===== config.mk =====
export PLATFORM = sky130hd
export DESIGN_NAME = bcd_score_to_binary
export DESIGN_NICKNAME = d
export VERILOG_FILES = /design/src/rtl/bcd_score_to_binary_pkg.sv /design/src/rtl/bcd_digit_sub_three.sv /design/src/rtl/bcd_score_to_binary.sv
export SDC_FILE = /design/constraint.sdc
export NUM_CORES = 1
export LEC_CHECK = 0
export CAP_MARGIN = 10
export CORE_UTILIZATION = 54
export CTS_CLUSTER_DIAMETER = 200
export DETAILED_ROUTE_END_ITERATION = 8
export PLACE_DENSITY_LB_ADDON = 0.3
export SLEW_MARGIN = 20
export SYNTH_ARGS = -nofsm -noshare
export SYNTH_HDL_FRONTEND = slang
export SYNTH_SLANG_ARGS = --single-unit

===== constraint.sdc =====
create_clock -name clk -period 1.9 [get_ports clk]
set_clock_uncertainty 0.15 [all_clocks]
set_input_delay 0.475 -clock clk [delete_from_list [all_inputs] [get_ports clk]]
set_output_delay 0.475 -clock clk [all_outputs]
set_load 0.03 [all_outputs]

===== src/rtl/bcd_score_to_binary_pkg.sv =====
// Shared types and constants for the BCD-to-binary score limit decoder.
package bcd_score_to_binary_pkg;

   typedef enum logic {
      IDLE    = 1'b0,
      CONVERT = 1'b1
   } conv_state_e;

   localparam int DIGITS_DEF = 3;
   localparam int BIN_W_DEF  = 10;
   localparam int BCD_W      = 4 * DIGITS_DEF;
   localparam int CNT_W      = $clog2(BIN_W_DEF + 1);

   localparam logic [3:0] DIGIT_MAX    = 4'd9;
   localparam logic [3:0] CORR_THRESH  = 4'd8;
   localparam logic [3:0] CORR_CONST   = 4'd3;

endpackage


===== src/rtl/bcd_digit_sub_three.sv =====
// One BCD digit correction step of reverse double-dabble: 8 or more loses 3.
module bcd_digit_sub_three
   import bcd_score_to_binary_pkg::*;
(
   input  logic [3:0] digit_i,
   output logic [3:0] digit_o
);

   // Conditional 4-bit unsigned subtract after the right shift.
   always_comb begin
      digit_o = digit_i;
      if (digit_i >= CORR_THRESH) begin
         digit_o = digit_i - CORR_CONST;
      end else begin
         digit_o = digit_i;
      end
   end

endmodule


===== src/rtl/bcd_score_to_binary.sv =====
// Sequential packed-BCD to binary converter, one shift/correct iteration per clock,
// with start/busy/done handshake and invalid-digit error reporting.
module bcd_score_to_binary
   import bcd_score_to_binary_pkg::*;
#(
   parameter int DIGITS = DIGITS_DEF,
   parameter int BIN_W  = BIN_W_DEF
) (
   input  logic                  clk,
   input  logic                  rst,
   input  logic                  start,
   input  logic [4*DIGITS-1:0]   bcd_in,
   output logic [BIN_W-1:0]      binary_out,
   output logic                  busy,
   output logic                  done,
   output logic                  err
);

   localparam int LBCD_W = 4 * DIGITS;
   localparam int LCNT_W = $clog2(BIN_W + 1);
   localparam int SR_W   = LBCD_W + BIN_W;
   localparam logic [LCNT_W-1:0] LAST_ITER = LCNT_W'(BIN_W - 1);

   conv_state_e         state_q;
   logic [SR_W-1:0]     sr_q;
   logic [SR_W-1:0]     sr_d;
   logic [SR_W-1:0]     shifted_s;
   logic [LBCD_W-1:0]   corr_s;
   logic [LCNT_W-1:0]   cnt_q;
   logic [BIN_W-1:0]    binary_q;
   logic                busy_q;
   logic                done_q;
   logic                err_q;
   logic [DIGITS-1:0]   bad_digit_s;
   logic                any_bad_s;

   genvar g;
   generate
      for (g = 0; g < DIGITS; g++) begin : g_digit
         bcd_digit_sub_three u_sub3 (
            .digit_i (shifted_s[BIN_W + 4*g +: 4]),
            .digit_o (corr_s[4*g +: 4])
         );
         assign bad_digit_s[g] = (bcd_in[4*g +: 4] > DIGIT_MAX);
      end
   endgenerate

   assign any_bad_s = |bad_digit_s;

   // One iteration: shift whole register right, then correct each BCD digit.
   always_comb begin
      shifted_s = {1'b0, sr_q[SR_W-1:1]};
      sr_d      = {corr_s, shifted_s[BIN_W-1:0]};
   end

   // Control FSM with all outputs registered; done is forced low every edge unless set.
   always_ff @(posedge clk or negedge rst) begin
      if (!rst) begin
         state_q  <= IDLE;
         sr_q     <= '0;
         cnt_q    <= '0;
         binary_q <= '0;
         busy_q   <= 1'b0;
         done_q   <= 1'b0;
         err_q    <= 1'b0;
      end else begin
         done_q <= 1'b0;
         case (state_q)
            IDLE: begin
               if (start) begin
                  if (any_bad_s) begin
                     done_q   <= 1'b1;
                     err_q    <= 1'b1;
                     binary_q <= '0;
                  end else begin
                     sr_q    <= {bcd_in, {BIN_W{1'b0}}};
                     cnt_q   <= '0;
                     busy_q  <= 1'b1;
                     err_q   <= 1'b0;
                     state_q <= CONVERT;
                  end
               end
            end
            CONVERT: begin
               sr_q  <= sr_d;
               cnt_q <= cnt_q + LCNT_W'(1);
               if (cnt_q == LAST_ITER) begin
                  binary_q <= shifted_s[BIN_W-1:0];
                  done_q   <= 1'b1;
                  busy_q   <= 1'b0;
                  state_q  <= IDLE;
               end
            end
            default: begin
               state_q <= IDLE;
               busy_q  <= 1'b0;
            end
         endcase
      end
   end

   assign binary_out = binary_q;
   assign busy       = busy_q;
   assign done       = done_q;
   assign err        = err_q;

endmodule


==> results.md <==
* Layout fillers at roughly 280
* Clock sink total at 39
* Crit path largest cell delay at about 0.44 ns
* Initial Util at 56.08%
* DRT Wirelength at 4766 um
* Startpoint types: input pin
* Worst VDD drop at 0.8743 mV
* Element type at the critical path end: flip-flop
* Req. time, crit path at 1.93 ns
* CTS buffer count at 5
* Post-synth cell types at 41
* Root buffer cell: clkbuf_8
* GRT Residual Overflow at 0
* Crit path max-delay family: buffers and inverters
* Yosys warnings at 0
* Clock Path Buffers at 2
* Setup_tns at 0 ns
* Placement Cell Area at 0.002544 sq mm
* Die span in x at about 64 um
* Clock Latency Late Sink at 0.29 ns
* Mean routed wirelength per cell at 14.99 um
* Fin. max-slew vios at 0
* Via count at 1,793
* Switching share of power at 38.71%
* WP data arrival at 1.90 ns
* Crit path top cell by count: buf_4
* Ant. Diodes at 0
* Vias per cell at between 5 and 6
* GRT Total Usage at 25.82%
* Synth Area per Inst at around 9.5 sq um
* Final period util at 98.37%
* DRT antenna net count at 0
* Htree depth at 2
* RSZ-0062 raised after global routing: no
* Placer Congestion at between 0.8 and 0.9
* DRC viols at 0
* Clk pwr share at between 20 and 25%
* Reg-to-reg slack, setup at about 0.26 ns
* Switching power at 0.001400 W
* Reg clk slew, reported paths at 0.08 ns
* CP Class: input pin to flip-flop
* Core area at 0.003661 sq mm
* Vias in the first global route at about 1,800
* Status: completed
* Setup-failing EPs final at 0
* First-pass GRT wire length at 8024 um
* LEAKAGE at 1.260 nW
* Hold Crit Class: input pin to asynchronous set/reset pin
* Worst-path cell chain: clkdlybuf4s50_1 > buf_4 > o21ai_4 > buf_4 > a41oi_1 > a22o_1
* Share of cells above drive strength 1 at 18.89%
* WHS at around 0.076 ns
* Max cap viols at 0
* Final hold violations at 0
* Drt pass-1 iters at 4
* Nets@finish at 290
* Tmin final at approximately 1.9 ns
* Synthesized net count at 237
* Area grow syn2layout at 31.02%
* Die height at 63.66 um
* Port bufs at 27
* # rows at 22
* CTS tree: done
* Crit Path Max Fanout at 5
* Crit path buffers/inverters at 3
* Sequential share of power at 40.2%
* Internal at 0.002216 W
* Seq/Total Area, Yosys at about 48%
* Largest net degree at the start of global routing at 40
* Antenna violations before repair at 0
* # hold bufs at CTS at 0
* Slowest CP cell: clkdlybuf4s50_1
* Slew HR at 65.16%
* Num ports at 28
* Hpwl dp at 3312 um
* Syn Inst Count at 216
* Die area at 0.004053 sq mm
* Worst Max-Slew Pin Slew at 0.5198 ns
* Final instance area at 0.002690 sq mm
* Max Fclk at 0.5350 GHz
* Seq cells post-synth at 39
* DR iter-0 viols at 135
* Comb power frac at 39.5%
* Pwr Density at between 1000 and 1500 mW/mm^2
* Mapped cell area at about 0.0021 sq mm
cells in the mapped netlist:
library cell  instances  share of area (%)
o21a_1                3                1.1
a41oi_1               6                2.6
o2bb2ai_1             1               0.43
a221o_1               3                1.5
xor2_1                4                1.7
o41a_1                2                1.1
o22ai_1               2               0.61
or2_2                 1               0.30
mux2i_1               1               0.49
nor4_1                1               0.30
buf_6                 2                1.1
o21ai_2               3                1.3
nand4_1               3               0.91
nand3_1               1               0.24
clkbuf_1              8                1.5
o211ai_1              3                1.1
nor2_1                6                1.1
inv_1                 9                1.6
a21oi_1               2               0.49
a22o_1                1               0.43
nand2_1              48                8.8
a211oi_1              2               0.73
nor2b_1              10                3.0
o31a_1                1               0.43
dfrtp_1              39                 48
and4b_1               1               0.49
a21o_1                2               0.73
ha_1                  6                3.7
nor4_2                1               0.61
a2bb2oi_1             1               0.43
nor4_4                1                1.0
nand2b_1              5                1.5
o21ai_0              20                4.9
nand4b_1              1               0.43
clkinv_1              1               0.18
buf_2                 3               0.73
a31oi_1               1               0.30
o311ai_0              2               0.85
xnor2_1               2               0.85
o41ai_1               5                2.1
and3b_1               2               0.85
layer usage:
metal	vias to the layer above	GRT usage [%]	wire [um]
met3	4	6.522	222
met2	46	41.62	2354
met5	-	0	0
met1	879	34.97	2159
met4	0	5.398	29
li1	864	-	-
worst paths after layout:
kind / from / cells after the start / to
worst max-delay path: bcd_in[6] / 6 / sr_q[21]
worst min-delay path: rst / 2 / binary_out[8]
worst max register to register: cnt_q[1] / 4 / busy
worst min register to register: busy / 1 / busy
max in group asynchronous: rst / 2 / sr_q[13]
min in group clk: busy / 1 / busy
power groups by stage:
stage	combinational (W)	clock [W]	sequential (W)
finish	0.00143	0.000736	0.00145
global route	0.00159	0.000801	0.00150
CTS	0.00141	0.000745	0.00145
detailed placement	0.00147	0	0.00147
global placement	0.00144	0	0.00145
floorplan	0.000785	0	0.00159
placed cells by master (no fill, tap or decap), drive strengths merged, types with 4 or more instances in the layout:
cell type	count
nand2	48
dlygate4sd2	13
dfrtp	39
clkdlybuf4s50	11
buf	33
nor2b	10
a41oi	6
ha	6
xor2	4
nand2b	5
clkbuf	6
inv	10
o41ai	5
o21ai	23
nor2	6
final cells by class:
cell class	count	area [sq um]	share of cell area, %
inverters	10	37.54	1.395
clock buffers	6	82.58	3.070
repair buffers	59	494.2	18.37
multi-input cells	154	1001	37.21
well taps	48	60.06	2.233
clock inverters	2	38.79	1.442
flip-flops and latches	39	975.9	36.28
logic make-up (layout without fill, tap and decap cells):
family	count (synthesis)	count (layout)	share of synthesized area, %
simple gates	81	81	19.62
buf+inv	23	77	5.118
compound gates	60	60	21.02
flops	39	39	47.53
fa+ha+maj	6	6	3.656
mux	1	1	0.4875
xor+xnor	6	6	2.559
per-stage QoR:
stage | std cells | utilization, % | setup WS (ns) | power (W)
after floorplan | 216 | - | 0.2026 | 0.002376
final | 318 | 73.48 | 0.03092 | 0.003616
after detailed placement | 309 | 69.48 | -0.3151 | 0.002938
after global placement | 309 | 69.48 | -0.2804 | 0.002887
after CTS | 317 | 72.35 | 0.001659 | 0.003605
after global routing | 318 | 73.48 | 0.01470 | 0.003892
state kept, by name (all words and copies together), names as in the netlist:
signal      cells
cnt_q           4
busy            1
err             1
done            1
sr_q           21
state_q         1
binary_out     10
what timing repair did:
item / 4_1_cts / 5_1_grt
setup endpoints to repair: 13 / 29
cloned: 0 / 0
setup buffers: 0 / 1
pin swaps: 0 / 3
resized for setup: 13 / 8
(Power assumes the default switching activity.)
